[src/rtl/voice_env_mixer.sv]
// Envelope-scaling voice mixer: one shared multiplier scales and sums NUM_VOICES samples per request.
// Define VOICE_MIXER_AGC_EN to normalise by the active voice count instead of NUM_VOICES.
module voice_env_mixer #(
    parameter int unsigned NUM_VOICES   = 4,
    parameter int unsigned SAMPLE_WIDTH = 16,
    parameter int unsigned ENV_WIDTH    = 16,
    parameter int unsigned GAIN_SHIFT   = 0
) (
    input  logic                                     clk_in,
    input  logic                                     rst_in,
    input  logic                                     valid_in,
    input  logic [NUM_VOICES-1:0][SAMPLE_WIDTH-1:0]  sample_in,
    input  logic [NUM_VOICES-1:0][ENV_WIDTH-1:0]     env_in,
    input  logic [NUM_VOICES-1:0]                    active_in,
    output logic                                     busy_out,
    output logic                                     valid_out,
    output logic [SAMPLE_WIDTH-1:0]                  mix_out,
    output logic                                     clip_out,
    output logic                                     dropped_out
);

    localparam int unsigned SW  = SAMPLE_WIDTH;
    localparam int unsigned EW  = ENV_WIDTH;
    localparam int unsigned IW  = $clog2(NUM_VOICES);
    localparam int unsigned AW  = SW + 1 + IW;
    localparam int unsigned NW  = AW + 4;
    localparam int unsigned PW  = SW + EW + 1;
    localparam int unsigned SHW = $clog2(IW + 1);
    localparam logic [SW-1:0] MID = {1'b1, {(SW-1){1'b0}}};
    localparam logic signed [NW-1:0] SAT_MAX = NW'((64'd1 << (SW - 1)) - 64'd1);
    localparam logic signed [NW-1:0] SAT_MIN = ~SAT_MAX;

    typedef enum logic [1:0] {S_IDLE, S_MAC, S_NORM, S_OUT} state_t;

    state_t                            state_q, state_d;
    logic [IW-1:0]                     idx_q, idx_d;
    logic signed [AW-1:0]              acc_q, acc_d;
    logic [NUM_VOICES-1:0][SW-1:0]     smp_q, smp_d;
    logic [NUM_VOICES-1:0][EW-1:0]     env_q, env_d;
    logic [NUM_VOICES-1:0]             act_q, act_d;
    logic [SW-1:0]                     sat_q, sat_d;
    logic                              clip_nx_q, clip_nx_d;
    logic [SW-1:0]                     mix_q, mix_d;
    logic                              valid_q, valid_d;
    logic                              busy_q, busy_d;
    logic                              clip_q, clip_d;
    logic                              drop_q, drop_d;
    logic [SHW-1:0]                    nshift_c;

    logic signed [SW-1:0]              s_c;
    logic signed [PW-1:0]              prod_c;
    logic signed [SW:0]                p_c;
    logic signed [AW-1:0]              addend_c;
    logic signed [NW-1:0]              n_c;
    logic [SW-1:0]                     sat_c;
    logic                              clip_c;

`ifdef VOICE_MIXER_AGC_EN
    logic [SHW-1:0] nshift_q, nshift_d;

    // ceil(log2(popcount)), with counts 0 and 1 both mapping to 0
    function automatic logic [SHW-1:0] pop_shift(input logic [NUM_VOICES-1:0] m);
        int unsigned    cnt;
        logic [SHW-1:0] r;
        cnt = 0;
        for (int i = 0; i < int'(NUM_VOICES); i++) cnt += 32'(m[i]);
        r = '0;
        for (int k = 0; k < int'(IW); k++) begin
            if ((32'd1 << k) < cnt) r = SHW'(k + 1);
        end
        return r;
    endfunction

    assign nshift_c = nshift_q;
    assign nshift_d = (state_q == S_IDLE && valid_in) ? pop_shift(active_in) : nshift_q;

    always_ff @(posedge clk_in) begin
        if (rst_in) nshift_q <= '0;
        else        nshift_q <= nshift_d;
    end
`else
    assign nshift_c = SHW'(IW);
`endif

    // Shared multiplier, accumulate term and normalise/saturate path
    always_comb begin
        s_c      = $signed(smp_q[idx_q] ^ MID);
        prod_c   = PW'(s_c) * PW'($signed({1'b0, env_q[idx_q]}));
        p_c      = (SW + 1)'(prod_c >>> EW);
        addend_c = act_q[idx_q] ? AW'(p_c) : '0;
        n_c      = (NW'(acc_q) >>> nshift_c) <<< GAIN_SHIFT;
        clip_c   = 1'b0;
        sat_c    = SW'(n_c);
        if (n_c > SAT_MAX) begin
            sat_c  = SW'(SAT_MAX);
            clip_c = 1'b1;
        end else if (n_c < SAT_MIN) begin
            sat_c  = SW'(SAT_MIN);
            clip_c = 1'b1;
        end
    end

    always_comb begin
        state_d   = state_q;
        idx_d     = idx_q;
        acc_d     = acc_q;
        smp_d     = smp_q;
        env_d     = env_q;
        act_d     = act_q;
        sat_d     = sat_q;
        clip_nx_d = clip_nx_q;
        mix_d     = mix_q;
        busy_d    = busy_q;
        valid_d   = 1'b0;
        clip_d    = 1'b0;
        drop_d    = 1'b0;
        case (state_q)
            S_IDLE: begin
                if (valid_in) begin
                    smp_d   = sample_in;
                    env_d   = env_in;
                    act_d   = active_in;
                    acc_d   = '0;
                    idx_d   = '0;
                    busy_d  = 1'b1;
                    state_d = S_MAC;
                end
            end
            S_MAC: begin
                drop_d = valid_in;
                acc_d  = acc_q + addend_c;
                if (idx_q == IW'(NUM_VOICES - 1)) begin
                    idx_d   = '0;
                    state_d = S_NORM;
                end else begin
                    idx_d = idx_q + IW'(1);
                end
            end
            S_NORM: begin
                drop_d    = valid_in;
                sat_d     = sat_c;
                clip_nx_d = clip_c;
                busy_d    = 1'b0;
                state_d   = S_OUT;
            end
            S_OUT: begin
                drop_d  = valid_in;
                mix_d   = sat_q ^ MID;
                valid_d = 1'b1;
                clip_d  = clip_nx_q;
                state_d = S_IDLE;
            end
            default: state_d = S_IDLE;
        endcase
    end

    always_ff @(posedge clk_in) begin
        if (rst_in) begin
            state_q   <= S_IDLE;
            idx_q     <= '0;
            acc_q     <= '0;
            smp_q     <= '0;
            env_q     <= '0;
            act_q     <= '0;
            sat_q     <= '0;
            clip_nx_q <= 1'b0;
            mix_q     <= MID;
            valid_q   <= 1'b0;
            busy_q    <= 1'b0;
            clip_q    <= 1'b0;
            drop_q    <= 1'b0;
        end else begin
            state_q   <= state_d;
            idx_q     <= idx_d;
            acc_q     <= acc_d;
            smp_q     <= smp_d;
            env_q     <= env_d;
            act_q     <= act_d;
            sat_q     <= sat_d;
            clip_nx_q <= clip_nx_d;
            mix_q     <= mix_d;
            valid_q   <= valid_d;
            busy_q    <= busy_d;
            clip_q    <= clip_d;
            drop_q    <= drop_d;
        end
    end

    assign busy_out    = busy_q;
    assign valid_out   = valid_q;
    assign mix_out     = mix_q;
    assign clip_out    = clip_q;
    assign dropped_out = drop_q;

endmodule
[config.mk]
export PLATFORM = sky130hd
export DESIGN_NAME = voice_env_mixer
export DESIGN_NICKNAME = d
export VERILOG_FILES = /design/src/rtl/voice_env_mixer.sv
export SDC_FILE = /design/constraint.sdc
export NUM_CORES = 1
export LEC_CHECK = 0
export ABC_AREA = 1
export ABC_CLOCK_PERIOD_IN_PS = 18230
export CAP_MARGIN = 0
export CELL_PAD_IN_SITES_DETAIL_PLACEMENT = 0
export CELL_PAD_IN_SITES_GLOBAL_PLACEMENT = 2
export CORE_ASPECT_RATIO = 0.6
export CORE_MARGIN = 4
export CORE_UTILIZATION = 38
export CTS_BUF_LIST = sky130_fd_sc_hd__clkbuf_8
export DETAILED_ROUTE_END_ITERATION = 10
export PLACE_DENSITY_LB_ADDON = 0.1
export SLEW_MARGIN = 40
export SYNTH_ARGS = -nofsm -noshare
export SYNTH_HDL_FRONTEND = slang
export SYNTH_SLANG_ARGS = --single-unit
[constraint.sdc]
create_clock -name clk_in -period 18.23 [get_ports clk_in]
set_input_delay 1.823 -clock clk_in [delete_from_list [all_inputs] [get_ports clk_in]]
set_output_delay 1.823 -clock clk_in [all_outputs]
set_load 0.01 [all_outputs]
Word-level counts from Yosys, hierarchy flattened
Cells that the tools add are included.
{"block": "word_totals", "memories": 0, "inputBits": 135, "reg_bits": 192, "ramBits": 0, "latch_bits": 0, "elab_cells": 67, "rom_bits": 0}
{"block": "classes", "n_bitwise": 4, "n_shift": 0, "n_mux": 22, "n_addsub": 2, "n_lt_le_gt_ge": 3, "reduce_logical": 10, "mul": 1, "div_mod_pow": 0, "n_eq_ne": 6}
{"op": "$bmux W16 S2", "n": 2}
{"op": "$mux W16", "n": 4}
{"op": "$mux W19", "n": 2}
{"op": "$pmux W19 S2", "n": 1}
{"op": "$mul A16 B17 Y33", "n": 1}
{"op": "$add A19 B19 Y19", "n": 1}
{"op": "$gt A17 B16 Y1 const B", "n": 1}
{"op": "$lt A17 B16 Y1 const B", "n": 1}
{"op": "$mux W2", "n": 4}
{"op": "$pmux W2 S4", "n": 1}
{"op": "$reduce_and A2 Y1", "n": 4}
{"op": "$eq A2 B2 Y1 const B", "n": 3}
{"op": "$mux W1", "n": 5}
{"op": "$ne A2 B2 Y1 const B", "n": 2}
{"op": "$not A1 Y1", "n": 4}
{"op": "$pmux W2 S2", "n": 1}
{"op": "$reduce_bool A2 Y1", "n": 2}
{"op": "$reduce_or A2 Y1", "n": 2}
{"op": "$lt A2 B3 Y1 const B", "n": 1}
{"op": "$reduce_or A3 Y1", "n": 1}
{"op": "$add A2 B1 Y2 const B", "n": 1}
{"op": "$bmux W1 S2", "n": 1}
{"op": "$eq A2 B1 Y1 const B", "n": 1}
{"op": "$logic_not A2 Y1", "n": 1}
{"op": "$pmux W1 S2", "n": 1}

Logic depth before layout (Yosys ltp)
{"block": "depth", "word_depth": 7, "mapped_depth": 45, "depth_no_buf": 41}

Least setup slack after synthesis
No wires, ideal clock.
{"block": "synth_path", "kind": "reg2reg", "start": "register idx_q[1]", "end": "register acc_q[16]", "setup_ns": 0.132, "t_arrival_ns": 7.546, "path_stages_with_launch": 39, "slack_ns": 10.552, "n_path_buf": 3, "period_less_slack_ns": 7.678, "required_ns": 18.098, "path_cell_list": "dfxtp_1 > inv_2 > buf_2 > buf_1 > a32oi_1 > inv_1 > buf_1 > nor2_1 > fa_1 > inv_1 > fa_1 > fa_1 > fa_1 > inv_1 > fa_1 > inv_1 > fa_1 > inv_1 > [... 3 more ...] > a21oi_1 > nand2_2 > a21boi_2 > o21ai_2 > o21ai_0 > a21oi_1 > ha_1 > nand2_1 > nor2_1 > nand4_1 > o21ai_0 > nand3_1 > o21bai_1 > nand3_1 > nand2_1 > a21oi_1 > o21ai_0 > a21oi_1"}
{"block": "synth_between", "elab_chain_len": 7, "word_cells_on_any_way": 11}
{"item": "start: declaration", "line_no": "36", "text": "logic [IW-1:0] idx_q, idx_d;"}
{"item": "start signal: assignment", "line_no": "174", "text": "idx_q <= idx_d;"}
{"item": "$bmux W16 S2", "line_no": "87", "text": "s_c = $signed(smp_q[idx_q] ^ MID);"}
{"item": "$mux W16 (implied by the code)", "line_no": "87"}
{"item": "$not A1 Y1 (no line)"}
{"item": "$mul A16 B17 Y33", "line_no": "88", "text": "prod_c = PW'(s_c) * PW'($signed({1'b0, env_q[idx_q]}));"}
{"item": "$mux W19 (*)", "line_no": "90", "text": "addend_c = act_q[idx_q] ? AW'(p_c) : '0;"}
{"item": "$add A19 B19 Y19 (*)", "line_no": "131", "text": "acc_d = acc_q + addend_c;"}
{"item": "$pmux W19 S2 (*)", "line_no": "117", "text": "case (state_q)"}
{"item": "end signal: assignment", "line_no": "161", "text": "acc_q <= '0;"}
{"item": "end signal: assignment", "line_no": "175", "text": "acc_q <= acc_d;"}
{"item": "end: declaration", "line_no": "37", "text": "logic signed [AW-1:0] acc_q, acc_d;"}
Mark *: on every way between the ends. The rest lies on a longest branch, timed or not. The select of a mux whose other input is x is not followed.
A chain may end at the register's enable or synchronous reset.

Worst setup path after layout
{"block": "layout_path", "start": "register idx_q[0]", "end": "register acc_q[16]"}
The elaborated chain is that of the path after synthesis.

==> flow_summary_export.csv <==
group,metric,value,unit
sta,setup_violations,0,
routing,drtIter0Drc,1189,
finish,area_growth,14.7,%
clock_network,clock_latency,0.51,ns
clock_network,cts_buffers,17,
floorplan,fp-row-count,59,
yosys,avgSynthCellArea,7.53,µm²
yosys,ys_top_cells_by_area,"fa_1 23%, dfxtp_1 22%, ha_1 10%, nor2_1 9.8%, nand2_1 8.0%",
worst_setup_path,critical_path_arrival,10.06,ns
clock_network,htree_num_levels,4,
finish,mostFrequentLayoutCells,"449 x nor2_1, 362 x nand2_1, 339 x inv_1",
worst_setup_path,max_stage_delay,0.61,ns
worst_setup_path,cp.required,18.63,ns
worst_setup_path,timing.rr.end,"acc_q[16]",
floorplan,fp.dieW,282,µm
routing,drc_errors,0,
sta,period_needed,9.66,ns
global_route,grt_pass1_vias,15300,
yosys,async_flop_share,0,
routing,viasPerCell,5.12,
worst_setup_path,path_buf_inv,9,
sta,fin_worst_skew,0.0543,ns
sta,relSlewSlack,0.418,
clock_network,ctsResizeCount,0,
routing,wl_per_cell,18.6,µm
clock_network,cts-root-buf,"clkbuf_8",
floorplan,start_util,0.390,
yosys,synth_seq_cells,192,
clock_network,cts_hold_buf,0,
worst_setup_path,worstSetupEndpointType,"flip-flop",
sta,hold_violations,0,
yosys,ys.flop_type,"dfxtp_1",
routing,firstDrtPassIters,5,
sta,maxSlewViolCount,0,
flow_run,drv_cap,0,
worst_setup_path,criticalPathCategory,"reg2reg",
finish,diodes,0,
routing,ant_nets,0,
sta,fin_tns_setup,0,ns
worst_setup_path,cp-start-kind,"flip-flop",
floorplan,die_h,172,µm
yosys,ys_types,51,
clock_network,cts_setup_buffers,0,
global_route,grt_max_degree,134,
finish,final_net_count,2850,
min_path,worstHoldPathCells,1,
yosys,synth_cells,2273,
yosys,synth.net_count,2744,
worst_setup_path,crit_path_top_delay_cell,"a32oi_1",
placed_design,portBuffers,154,
sta,setup_slack,8.57,ns
clock_network,cts_tree,"done",
yosys,synth.largest_area_cell,"fa_1",
worst_setup_path,reg2reg_depth,40,
yosys,synth_top_cell_area_share,0.227,
min_path,worstHoldPathType,"reg2reg",
finish,final_common_cell,"nor2_1",
global_route,grt_pass1_wl,87.7,mm
worst_setup_path,reg2reg_from,"idx_q[0]",
sta,max_freq,0.104,GHz
yosys,ys_seq_area_frac,0.224,
sta,rsz0062_at_grt,"false",
outcome,status,"completed",
min_path,hp-start,"sat_q[15]",
floorplan,io_pins,155,
clock_network,clock_path_buffers,2,
routing,wirelength,55.1,mm
placed_design,dp_slack,8.74,ns
yosys,synth_edf_count,0,
global_route,grt_overflow_total,0,
placed_design,place_hpwl,44.1,mm
worst_setup_path,cp_top_family,"adder cells",
worst_setup_path,path_common_cell,"nand2_1",
worst_setup_path,crit_fanout,67,
sta,worst_pin_slew,0.872,ns
floorplan,core_region_area,0.0439,mm²
worst_setup_path,r2r_slack,8.57,ns
floorplan,die_area,0.0486,mm²
global_route,grtUsageTotal,0.234,
placed_design,routabilityCongestion,0.912,
yosys,syn-cell-area,0.0171,mm²
global_route,antenna_found_initial,0,
yosys,yosysWarnings,0,
clock_network,clock_sinks,192,
sta,final.period_utilization,0.530,
min_path,hold_end,"mix_out[15]",
clock_network,clkTransAtPathRegs,0.16,ns
finish,final_layout_size_suffix_gt1_frac,0.0435,
routing,vias,15200,
final cells by class:
class	count	area (µm²)
Clock inverter	15	188
Sequential cell	192	3840
Multi-Input combinational cell	1640	11600
Timing Repair Buffer	180	1750
Clock buffer	17	234
Tap cell	579	724
Inverter	348	1310
Fill cell	4515	24300
how the worst max path moves through the flow:
stage             start         to  slack [ns]  cells past startpoint
6_report       idx_q[0]  acc_q[16]        8.57                     40
5_1_grt        idx_q[0]  acc_q[16]        7.95                     40
4_1_cts        idx_q[0]  acc_q[16]        8.75                     40
3_5_place_dp   idx_q[0]  acc_q[16]        8.74                     40
3_3_place_gp   idx_q[0]  acc_q[16]        8.25                     39
2_1_floorplan  idx_q[1]  acc_q[16]       10.55                     38
worst reg2reg max path, delay by kind of cell (launching register included):
family                   cells  cell delay (ns)
adder cells (fa/ha/maj)      8             3.56
AO/OA/AOI/OAI               10             2.08
AND/OR/NAND/NOR             13             1.84
buffers and inverters        9             1.66
flip-flops                   1             0.50
Yosys cell counts (7+ instances only):
cell type	count
a21oi_1	136
a32oi_1	14
buf_2	17
a21o_1	8
clkbuf_1	69
nand2_2	7
dfxtp_1	192
nor3_1	7
a32oi_2	14
a31oi_1	10
ha_1	142
o21ai_0	209
nand2_1	363
inv_1	340
fa_1	194
nand3_1	31
nor2_1	449
registers in the layout, summed over array words and instances, names as in the netlist:
| signal | flops |
|---|---|
| acc_q | 19 |
| clip_nx_q | 1 |
| smp_q | 64 |
| idx_q | 2 |
| valid_out | 1 |
| sat_q | 16 |
| env_q | 64 |
| mix_out | 16 |
| busy_out | 1 |
| clip_out | 1 |
| state_q | 2 |
| act_q | 4 |
| dropped_out | 1 |
kinds of logic (layout without fill, tap and decap cells):
kind of cell    count (synthesis)  count (layout)  share of synthesized area
buf+inv                       441             560                     0.0990
flops                         192             192                      0.224
xor+xnor                        7               7                    0.00358
compound gates                417             417                      0.141
fa+ha+maj                     336             336                      0.331
simple gates                  880             880                      0.202
metal layers:
metal	vias to the layer above	GRT usage	wire, µm
li1	7347	-	-
met1	7468	0.363	28700
met2	383	0.349	22800
met3	15	0.0406	3410
met4	0	0.0293	280
met5	-	0	0
stage by stage:
| stage | instances | hold slack (ns) | util | instance area [µm²] |
|---|---|---|---|---|
| 2_1_floorplan | 2273 | 0.413 | - | 17100 |
| 3_3_place_gp | 2938 | 0.433 | 0.437 | 19200 |
| 3_5_place_dp | 2939 | 0.437 | 0.437 | 19200 |
| 4_1_cts | 2971 | 0.444 | 0.447 | 19600 |
| 5_1_grt | 2971 | 0.494 | 0.447 | 19600 |
| 6_report | 2971 | 0.448 | 0.447 | 19600 |
Power is not shown: default switching activity piles up to over one toggle a cycle in this logic, so the estimate is an artifact.
